$ cat config.mk
export PLATFORM = sky130hd
export DESIGN_NAME = thermo_check_arbiter
export DESIGN_NICKNAME = d
export VERILOG_FILES = /design/src/rtl/thermo_check_arbiter_pkg.sv /design/src/rtl/thermo_check_arbiter_rr_arbiter.sv /design/src/rtl/thermo_check_arbiter.sv
export SDC_FILE = /design/constraint.sdc
export NUM_CORES = 1
export LEC_CHECK = 0
export CAP_MARGIN = 40
export CELL_PAD_IN_SITES_DETAIL_PLACEMENT = 1
export CELL_PAD_IN_SITES_GLOBAL_PLACEMENT = 2
export CORE_ASPECT_RATIO = 1.75
export CORE_MARGIN = 4
export CORE_UTILIZATION = 34
export CTS_CLUSTER_DIAMETER = 30
export DETAILED_ROUTE_END_ITERATION = 16
export PLACE_DENSITY_LB_ADDON = 0.1
export SLEW_MARGIN = 10
export SYNTH_ARGS = -nofsm -noshare
export SYNTH_HDL_FRONTEND = slang
export SYNTH_HIERARCHICAL = 1
export SYNTH_SLANG_ARGS = --single-unit
$ cat constraint.sdc
create_clock -name clk -period 14 [get_ports clk]
set_input_delay 1.4 -clock clk [delete_from_list [all_inputs] [get_ports clk]]
set_output_delay 1.4 -clock clk [all_outputs]
set_load 0.005 [all_outputs]
$ cat src/rtl/thermo_check_arbiter_pkg.sv
// Shared types and the thermometer-code rule for the arbitrated code checker.
package thermo_pkg;

   localparam int unsigned THERMO_MAX_W    = 64;
   localparam int unsigned NUM_REQ_DEFAULT = 4;
   localparam int unsigned ID_W            = $clog2(NUM_REQ_DEFAULT);

   typedef enum logic [1:0] {
      IDLE,
      RUN,
      DRAIN
   } state_e;

   // Exactly one differing adjacent pair over the low 'width' bits.
   function automatic logic is_thermo(input logic [THERMO_MAX_W-1:0] code,
                                      input int unsigned             width);
      int unsigned edges;
      edges = 0;
      for (int unsigned i = 0; i < THERMO_MAX_W - 1; i++) begin
         if ((i + 1 < width) && (code[i] ^ code[i+1])) edges++;
      end
      return edges == 1;
   endfunction

endpackage

$ cat src/rtl/thermo_check_arbiter_rr_arbiter.sv
// Round-robin picker: first asserted request at or above ptr_i, wrapping.
module rr_arbiter #(
   parameter int unsigned N  = 4,
   parameter int unsigned IW = 2
) (
   input  logic [N-1:0]  req_i,
   input  logic [IW-1:0] ptr_i,
   input  logic          enable_i,
   output logic [N-1:0]  gnt_o,
   output logic [IW-1:0] idx_o
);

   logic        found;
   int unsigned slot;

   always_comb begin
      gnt_o = '0;
      idx_o = '0;
      found = 1'b0;
      slot  = 0;
      for (int unsigned k = 0; k < N; k++) begin
         slot = (32'(ptr_i) + k) % N;
         if (enable_i && !found && req_i[slot]) begin
            found       = 1'b1;
            gnt_o[slot] = 1'b1;
            idx_o       = IW'(slot);
         end
      end
   end

endmodule

$ cat src/rtl/thermo_check_arbiter.sv
// Shares one thermometer-code checker among NUM_REQ requesters behind a
// round-robin grant, a one-entry valid/ready result stage and saturating stats.
module thermo_check_arbiter
   import thermo_pkg::*;
#(
   parameter int unsigned DATA_WIDTH = 8,
   parameter int unsigned NUM_REQ    = 4,
   parameter int unsigned CNT_WIDTH  = 16
) (
   input  logic                          clk,
   input  logic                          reset,
   input  logic                          en,
   input  logic [NUM_REQ-1:0]            req_valid,
   input  logic [NUM_REQ*DATA_WIDTH-1:0] req_code,
   output logic [NUM_REQ-1:0]            req_ready,
   output logic                          resp_valid,
   input  logic                          resp_ready,
   output logic [$clog2(NUM_REQ)-1:0]    resp_id,
   output logic [DATA_WIDTH-1:0]         resp_code,
   output logic                          resp_is_thermo,
   output logic                          busy,
   output logic [CNT_WIDTH-1:0]          cnt_total,
   output logic [CNT_WIDTH-1:0]          cnt_thermo
);

   localparam int unsigned IW = $clog2(NUM_REQ);

   state_e                  state_q, state_d;
   logic [IW-1:0]           ptr_q, ptr_d;
   logic                    valid_q, valid_d;
   logic [IW-1:0]           id_q, id_d;
   logic [DATA_WIDTH-1:0]   code_q, code_d;
   logic                    thermo_q, thermo_d;
   logic [CNT_WIDTH-1:0]    tot_q, tot_d;
   logic [CNT_WIDTH-1:0]    th_q, th_d;

   logic                    slot_free;
   logic                    grant_en;
   logic [NUM_REQ-1:0]      gnt;
   logic [IW-1:0]           win_idx;
   logic [DATA_WIDTH-1:0]   win_code;
   logic [THERMO_MAX_W-1:0] code_ext;
   logic                    win_thermo;
   logic                    xfer;

   assign slot_free = !valid_q || resp_ready;
   // en is checked directly so the cycle that leaves RUN never grants.
   assign grant_en  = (state_q == RUN) && en && slot_free;

   rr_arbiter #(
      .N  (NUM_REQ),
      .IW (IW)
   ) u_arb (
      .req_i    (req_valid),
      .ptr_i    (ptr_q),
      .enable_i (grant_en),
      .gnt_o    (gnt),
      .idx_o    (win_idx)
   );

   assign xfer     = |gnt;
   assign win_code = req_code[32'(win_idx)*DATA_WIDTH +: DATA_WIDTH];

   always_comb begin
      code_ext                 = '0;
      code_ext[DATA_WIDTH-1:0] = win_code;
      win_thermo               = is_thermo(code_ext, DATA_WIDTH);
   end

   always_comb begin
      state_d = state_q;
      unique case (state_q)
         IDLE:    if (en) state_d = RUN;
         RUN:     if (!en) state_d = DRAIN;
         DRAIN: begin
            if (en)            state_d = RUN;
            else if (!valid_q) state_d = IDLE;
         end
         default: state_d = IDLE;
      endcase
   end

   always_comb begin
      ptr_d    = ptr_q;
      valid_d  = valid_q;
      id_d     = id_q;
      code_d   = code_q;
      thermo_d = thermo_q;
      tot_d    = tot_q;
      th_d     = th_q;
      if (xfer) begin
         valid_d  = 1'b1;
         id_d     = win_idx;
         code_d   = win_code;
         thermo_d = win_thermo;
         ptr_d    = (win_idx == IW'(NUM_REQ - 1)) ? '0 : win_idx + IW'(1);
         if (tot_q != '1) tot_d = tot_q + CNT_WIDTH'(1);
         if (win_thermo && (th_q != '1)) th_d = th_q + CNT_WIDTH'(1);
      end else if (resp_ready) begin
         valid_d = 1'b0;
      end
   end

   always_ff @(posedge clk or posedge reset) begin
      if (reset) begin
         state_q  <= IDLE;
         ptr_q    <= '0;
         valid_q  <= 1'b0;
         id_q     <= '0;
         code_q   <= '0;
         thermo_q <= 1'b0;
         tot_q    <= '0;
         th_q     <= '0;
      end else begin
         state_q  <= state_d;
         ptr_q    <= ptr_d;
         valid_q  <= valid_d;
         id_q     <= id_d;
         code_q   <= code_d;
         thermo_q <= thermo_d;
         tot_q    <= tot_d;
         th_q     <= th_d;
      end
   end

   assign req_ready      = gnt;
   assign resp_valid     = valid_q;
   assign resp_id        = id_q;
   assign resp_code      = code_q;
   assign resp_is_thermo = thermo_q;
   assign busy           = (state_q != IDLE) || valid_q;
   assign cnt_total      = tot_q;
   assign cnt_thermo     = th_q;

endmodule

# [Word-level counts from Yosys, hierarchy flattened]
# Cells that the tools add are included.
[op_classes] n_eq_ne=9 magnitude_cmp=8 n_shift=1 reduce_logical=27 mux=42 addsub=12 n_bitwise=10
[ops] op="$mux 32" count=6
[ops] op="$add 32x1->32 const B" count=5
[ops] op="$add 16x1->16 const B" count=2
[ops] op="$eq 32x1->1 const B" count=1
[ops] op="$ne 16x16->1 const B" count=2
[ops] op="$shiftx 32x6->8" count=1
[ops] op="$mux 2" count=9
[ops] op="$mux 4" count=4
[ops] op="$logic_and 1x1->1" count=14
[ops] op="$mux 1" count=14
[ops] op="$lt 2x3->1 const B" count=4
[ops] op="$or 4x4->4" count=3
[ops] op="$bmux 1 s2" count=4
[ops] op="$demux 1 s2" count=4
[ops] op="$ge 2x1->1 const B" count=4
[ops] op="$xor 1x1->1" count=7
[ops] op="$pmux 2 s3" count=1
[ops] op="$add 2x1->2 const B" count=2
[ops] op="$add 2x2->2 const B" count=2
[ops] op="$eq 2x2->1 const B" count=2
[ops] op="$logic_not 1->1" count=4
[ops] op="$ne 2x2->1 const B" count=2
[ops] op="$reduce_and 2->1" count=2
[ops] op="$reduce_bool 2->1" count=2
[ops] op="7 further kinds" count=8
[word_totals] regBits=48

# [Logic depth before layout (Yosys ltp)]
[logic_depth] word_depth=35 depth_mapped=34 mapped_depth_nobuf=29

# [Hierarchy]
# Netlist, hierarchy kept.
[by_module_without_submodules] module="thermo_check_arbiter" area_each_um2=3178.0 seq_area_each_um2=1201.2 cells_each=288 n_inst=1
[by_module_without_submodules] module="rr_arbiter" area_each_um2=574.3 seq_area_each_um2=0.0 cells_each=71 n_inst=1

# [Least setup slack after synthesis]
# Ideal clock, no wire load.
[synth_path] kind="input -> register" startpoint="input port req_valid[1]" endpoint="register th_q[1], in the netlist cnt_thermo[1]" setup_slack_ps=6513 required_ps=13875 path_buffers=3 t_arrival_ps=7362 stages=30 cell_sequence="buf_6 or3b_1 o22ai_1 a2111oi_0 a211oi_1 buf_6 mux4_1 xor2_1 inv_1 ha_1 buf_2 xnor2_2 xnor2_1 ha_1 nor2_1 a211oi_2 ha_1 nand2_1 o31ai_1 ha_1 inv_1 o211a_1 nand2b_1 ha_1 nor3b_1 a21oi_1 a311oi_2 mux2_4 nand3_4 mux2_4"
[synth_between] elab_chain_len=34 word_cells_on_any_way=57
[synth_rtl] item="start: declaration" line_no="thermo_check_arbiter.sv:13" text="input logic [NUM_REQ-1:0] req_valid,"
[synth_rtl] item="$bmux 1 s2" line_no="thermo_check_arbiter_rr_arbiter.sv:23" text="if (enable_i && !found && req_i[slot]) begin"
[synth_rtl] item="$mux 1 (implied by the code)" line_no="thermo_check_arbiter_rr_arbiter.sv:23"
[synth_rtl] item="$logic_and 1x1->1" line_no="thermo_check_arbiter_rr_arbiter.sv:23"
[synth_rtl] item="$mux 1" line_no="thermo_check_arbiter_rr_arbiter.sv:23"
[synth_rtl] item="$logic_not 1->1" line_no="thermo_check_arbiter_rr_arbiter.sv:23"
[synth_rtl] item="$logic_and 1x1->1 (2 in a row)" line_no="thermo_check_arbiter_rr_arbiter.sv:23"
[synth_rtl] item="$mux 1" line_no="thermo_check_arbiter_rr_arbiter.sv:23"
[synth_rtl] item="$logic_not 1->1" line_no="thermo_check_arbiter_rr_arbiter.sv:23"
[synth_rtl] item="(+7 left out)"
[synth_rtl] item="named net win_idx[0]" line_no="thermo_check_arbiter.sv:40" text="logic [IW-1:0] win_idx;"
[synth_rtl] item="(+10 left out)"
[synth_rtl] item="$mux 32" line_no="thermo_check_arbiter_pkg.sv:20" text="if ((i + 1 < width) && (code[i] ^ code[i+1])) edges++;"
[synth_rtl] item="$add 32x1->32" line_no="thermo_check_arbiter_pkg.sv:20"
[synth_rtl] item="$mux 32" line_no="thermo_check_arbiter_pkg.sv:20"
[synth_rtl] item="$add 32x1->32" line_no="thermo_check_arbiter_pkg.sv:20"
[synth_rtl] item="$mux 32 (*)" line_no="thermo_check_arbiter_pkg.sv:20"
[synth_rtl] item="$eq 32x1->1 (*)" line_no="thermo_check_arbiter_pkg.sv:22" text="return edges == 1;"
[synth_rtl] item="$logic_and 1x1->1 (*)" line_no="thermo_check_arbiter.sv:98" text="if (win_thermo && (th_q != '1)) th_d = th_q + CNT_WIDTH'(1);"
[synth_rtl] item="$reduce_and 2->1 (no source line) (*)"
[synth_rtl] item="end signal: assignment" line_no="thermo_check_arbiter.sv:122" text="th_q <= th_d;"
[synth_rtl] item="end: declaration" line_no="thermo_check_arbiter.sv:35" text="logic [CNT_WIDTH-1:0] th_q, th_d;"
# The timed path passes the listed nets; every way through them passes the cells marked *. The select of a mux whose other input is x is not followed.
# A chain may end at the register's enable or synchronous reset.

# [Final worst setup path]
# Same ends and word-level chain as after synthesis.

==> summary.txt <==
Placed design
  – DP Wirelength: 7859 µm
  – Input/output buffers: 88
  – Routability cong.: 0.7998

Critical path
  – Setup slack, reg-to-reg: 6.08 ns
  – Crit end category: flop
  – CP max FO: 16
  – RR Startpoint: ptr_q[0]$_DFFE_PP0P_
  – Slowest-stage cell, CP: mux4_1
  – Worst path bufs/invs: 4
  – WP data arrival: 8.56 ns
  – Reg2reg path depth: 28
  – CP Class: in2reg
  – Req. time, crit path: 14.18 ns
  – Cell mode on critical path: ha_1
  – Top delay family on crit path: adder cells
  – CP max stage delay: 0.78 ns
  – Worst setup SP type: input pin
  – Capture point of the worst reg-to-reg path: cnt_thermo[1]$_DFFE_PP0P_

Synth
  – Cells after Synth: 359
  – Netlist cell types: 68
  – Synthesized cell area: 3752 µm²
  – Post-synth top area share: 0.3201
  – Proportion of synthesized area in mux cells: 0.1310
  – Synth Area in Simple Gates: 0.2221
  – EDFF count, synth: 0
  – Synth Area in Compound Gates: 0.09436
  – Syn_nets: 415
  – Largest family of logic cells by synthesized area: simple AND/OR/NAND/NOR gates
  – Synth warn: 6
  – Synthesized area per cell: 10.45 µm²
  – Top post-synthesis cells by area: dfrtp_1 (32%), xnor2_1 (8.9%), mux4_2 (5.4%)
  – Most used DFF post-synth: dfrtp_1
  – Count leader, synth: dfrtp_1
  – Synth area leader: dfrtp_1
  – Seq cells post-synth: 48
  – Xor/xnor share of the synthesized area: 0.1184
  – Async SR Flop Fraction: 1.000
  – Post-Synth Adder-Cell Area: 0.05335
  – Post-synth top cells: dfrtp_1 (48), xnor2_1 (38), nand2_1 (21)
  – Seq/Total Area, Yosys: 0.3201

Global route
  – Met2 Use GR: 0.3010
  – Pin count of the biggest net entering global routing: 31
  – Vias in the first global route: 3309
  – Initial antenna violation count: 0
  – Global route hottest layer: met2
  – Met1 GRT Util: 0.1695
  – M3 GR Usage: 0.02413
  – First-pass GRT wire length: 16210 µm
  – Global-route usage over all layers: 0.1575
  – Remaining Overflow, GRT: 0

Drt
  – Number of DRC markers in iteration 0: 57
  – Via count: 3060
  – Via/cell ratio: 5.378
  – Detail Route Antenna Nets: 0
  – Initial DRT Pass Iterations: 4
  – Routed WL: 9770 µm
  – DR WL/cell: 17.17 µm
  – Residual DRC count: 0

Die
  – Placeable Area: 10760 µm²
  – Ports: 89
  – Die area: 12850 µm²
  – Cell Rows: 50
  – Chip Height: 147.0 µm
  – Die W: 87.42 µm
  – Initial core utilization: 0.3487

Job
  – Max_cap viols: 0

Final layout
  – Final #Nets: 494
  – Area delta synth->final: 29.38%
  – Antenna diodes: 0
  – Final Core Density: 0.4512
  – Share of cells above drive strength 1: 0.1321

Outcome
  – Status: completed

Clocking
  – CTS Buf Count: 5
  – Post-CTS resize count: 0
  – CTS root buf: clkbuf_16
  – # Post-CTS Setup Buffers: 0
  – CTS Sinks: 48
  – Htree depth: 2
  – Clk buf depth: 2
  – Worst-path clk slew: 0.07 ns
  – Hold Buf Count CTS: 0
  – CTS tree: done
  – Worst-skew pair later-pin latency: 0.29 ns

STA
  – Setup Viol. Count Final: 0
  – Fin crit period: 8.381 ns
  – Clock skew: 0.007266 ns
  – Post-Route Setup TNS: 0 ns
  – Worst-Margin Slew: 0.6849 ns
  – Fin. Hold Viols: 0
  – RSZ-0062 raised after global routing: false
  – Max-slew violation count: 0
  – Worst slew margin: 0.5434
  – Max Clk Rate: 0.1193 GHz
  – Final worst path period share: 0.5987

Min path
  – Hold path endpoint: resp_id[0]$_DFFE_PP0P_
  – Worst Hold Depth: 2
  – Hold Startpoint: resp_id[0]$_DFFE_PP0P_
  – Class of the worst hold path: reg2reg

Power and ir drop
  – Pleak: 1.974 nW
  – Overall power: 0.9340 mW
  – Peak VDD IR: 105.6 µV
  – Power Density: 192.4 nW/µm²
-- state kept, by name (all words and copies together) (netlist names) --
name and cells:
state_q 2, resp_is_thermo 1, resp_id 2, ptr_q 2
resp_valid 1, resp_code 8, cnt_total 16, cnt_thermo 16
-- report_power, final --
part,total (mW),internal (mW),switching [mW],leakage (nW)
combinational,0.588,0.276,0.312,1.26
clock,0.143,0.0895,0.0539,0.0871
sequential,0.203,0.168,0.0342,0.630
-- placed cells by master, fill, tap and decap left out, types with 3 or more instances in the layout --
cell	count
and3_1	16
xnor2_1	38
xor2_1	9
nand3b_1	3
a21boi_0	3
or3b_1	3
dfrtp_1	48
nor3_1	4
inv_1	12
nand2_1	21
and2_1	4
clkdlybuf4s50_1	88
mux2i_1	6
nand3_1	13
clkbuf_16	5
a21oi_1	6
o21ai_1	3
nand3_2	4
or3_1	4
nand4_1	12
a21oi_2	3
nor2b_1	4
nor2_1	13
a221o_1	4
mux4_2	9
mux2_2	12
buf_4	3
and4_1	5
o21ai_0	8
ha_1	16
nor3b_1	6
nand2b_1	5
-- through the flow --
| stage | instance area (µm²) | hold WS, ns | worst slack, ns | cells |
|---|---|---|---|---|
| finish | 4855 | 0.4893 | 5.619 | 569 |
| global route | 4855 | 0.5260 | 5.070 | 569 |
| CTS | 4855 | 0.5005 | 5.571 | 569 |
| detailed placement | 4677 | 0.4800 | 5.316 | 561 |
| global placement | 4657 | 0.4703 | 5.570 | 560 |
| floorplan | 3752 | 0.4683 | 6.513 | 359 |
-- final cells by class --
| class | instances | area [µm²] |
|---|---|---|
| clock buffers | 6 | 138.9 |
| clock inverters | 2 | 38.79 |
| fillers | 1200 | 5906 |
| inverters | 14 | 52.55 |
| multi-input cells | 277 | 2337 |
| flip-flops and latches | 48 | 1201 |
| well taps | 130 | 162.7 |
| repair buffers | 92 | 923.4 |
-- cell families (layout without fill, tap and decap cells) --
| logic type | after synthesis | in the layout |
|---|---|---|
| and+or+nand+nor | 132 | 132 |
| xor gates and xnor gates | 49 | 49 |
| AOI/OAI and AO/OA | 48 | 48 |
| DFF | 48 | 48 |
| buffers and inverters | 34 | 114 |
| muxes | 32 | 32 |
| adders and majority gates | 16 | 16 |
-- worst reg2reg max path, delay by kind of cell, from the launching register on --
kind | cells | cell delay (ns)
fa+ha+maj | 6 | 2.11
mux | 3 | 1.45
simple gates | 7 | 1.41
compound gates | 5 | 0.88
xor+xnor | 3 | 0.76
flops | 1 | 0.69
buf+inv | 4 | 0.51
-- per-layer routing --
layer | vias to the layer above | part of all wire
li1 | 1470 | -
met4 | 0 | 0.019
met3 | 12 | 0.044
met1 | 1506 | 0.37
met2 | 72 | 0.56
met5 | - | 0
-- worst max path at each step --
| stage | end | cells past startpoint | start |
|---|---|---|---|
| after floorplan | cnt_thermo[1]$_DFFE_PP0P_ | 30 | req_valid[1] |
| after global placement | cnt_thermo[1]$_DFFE_PP0P_ | 27 | req_valid[1] |
| after detailed placement | cnt_thermo[1]$_DFFE_PP0P_ | 27 | req_valid[1] |
| after CTS | cnt_thermo[1]$_DFFE_PP0P_ | 27 | req_valid[1] |
| after global routing | cnt_thermo[1]$_DFFE_PP0P_ | 27 | req_valid[1] |
| final | cnt_thermo[1]$_DFFE_PP0P_ | 27 | req_valid[1] |
No activity file was read; power rests on OpenSTA's default activity.
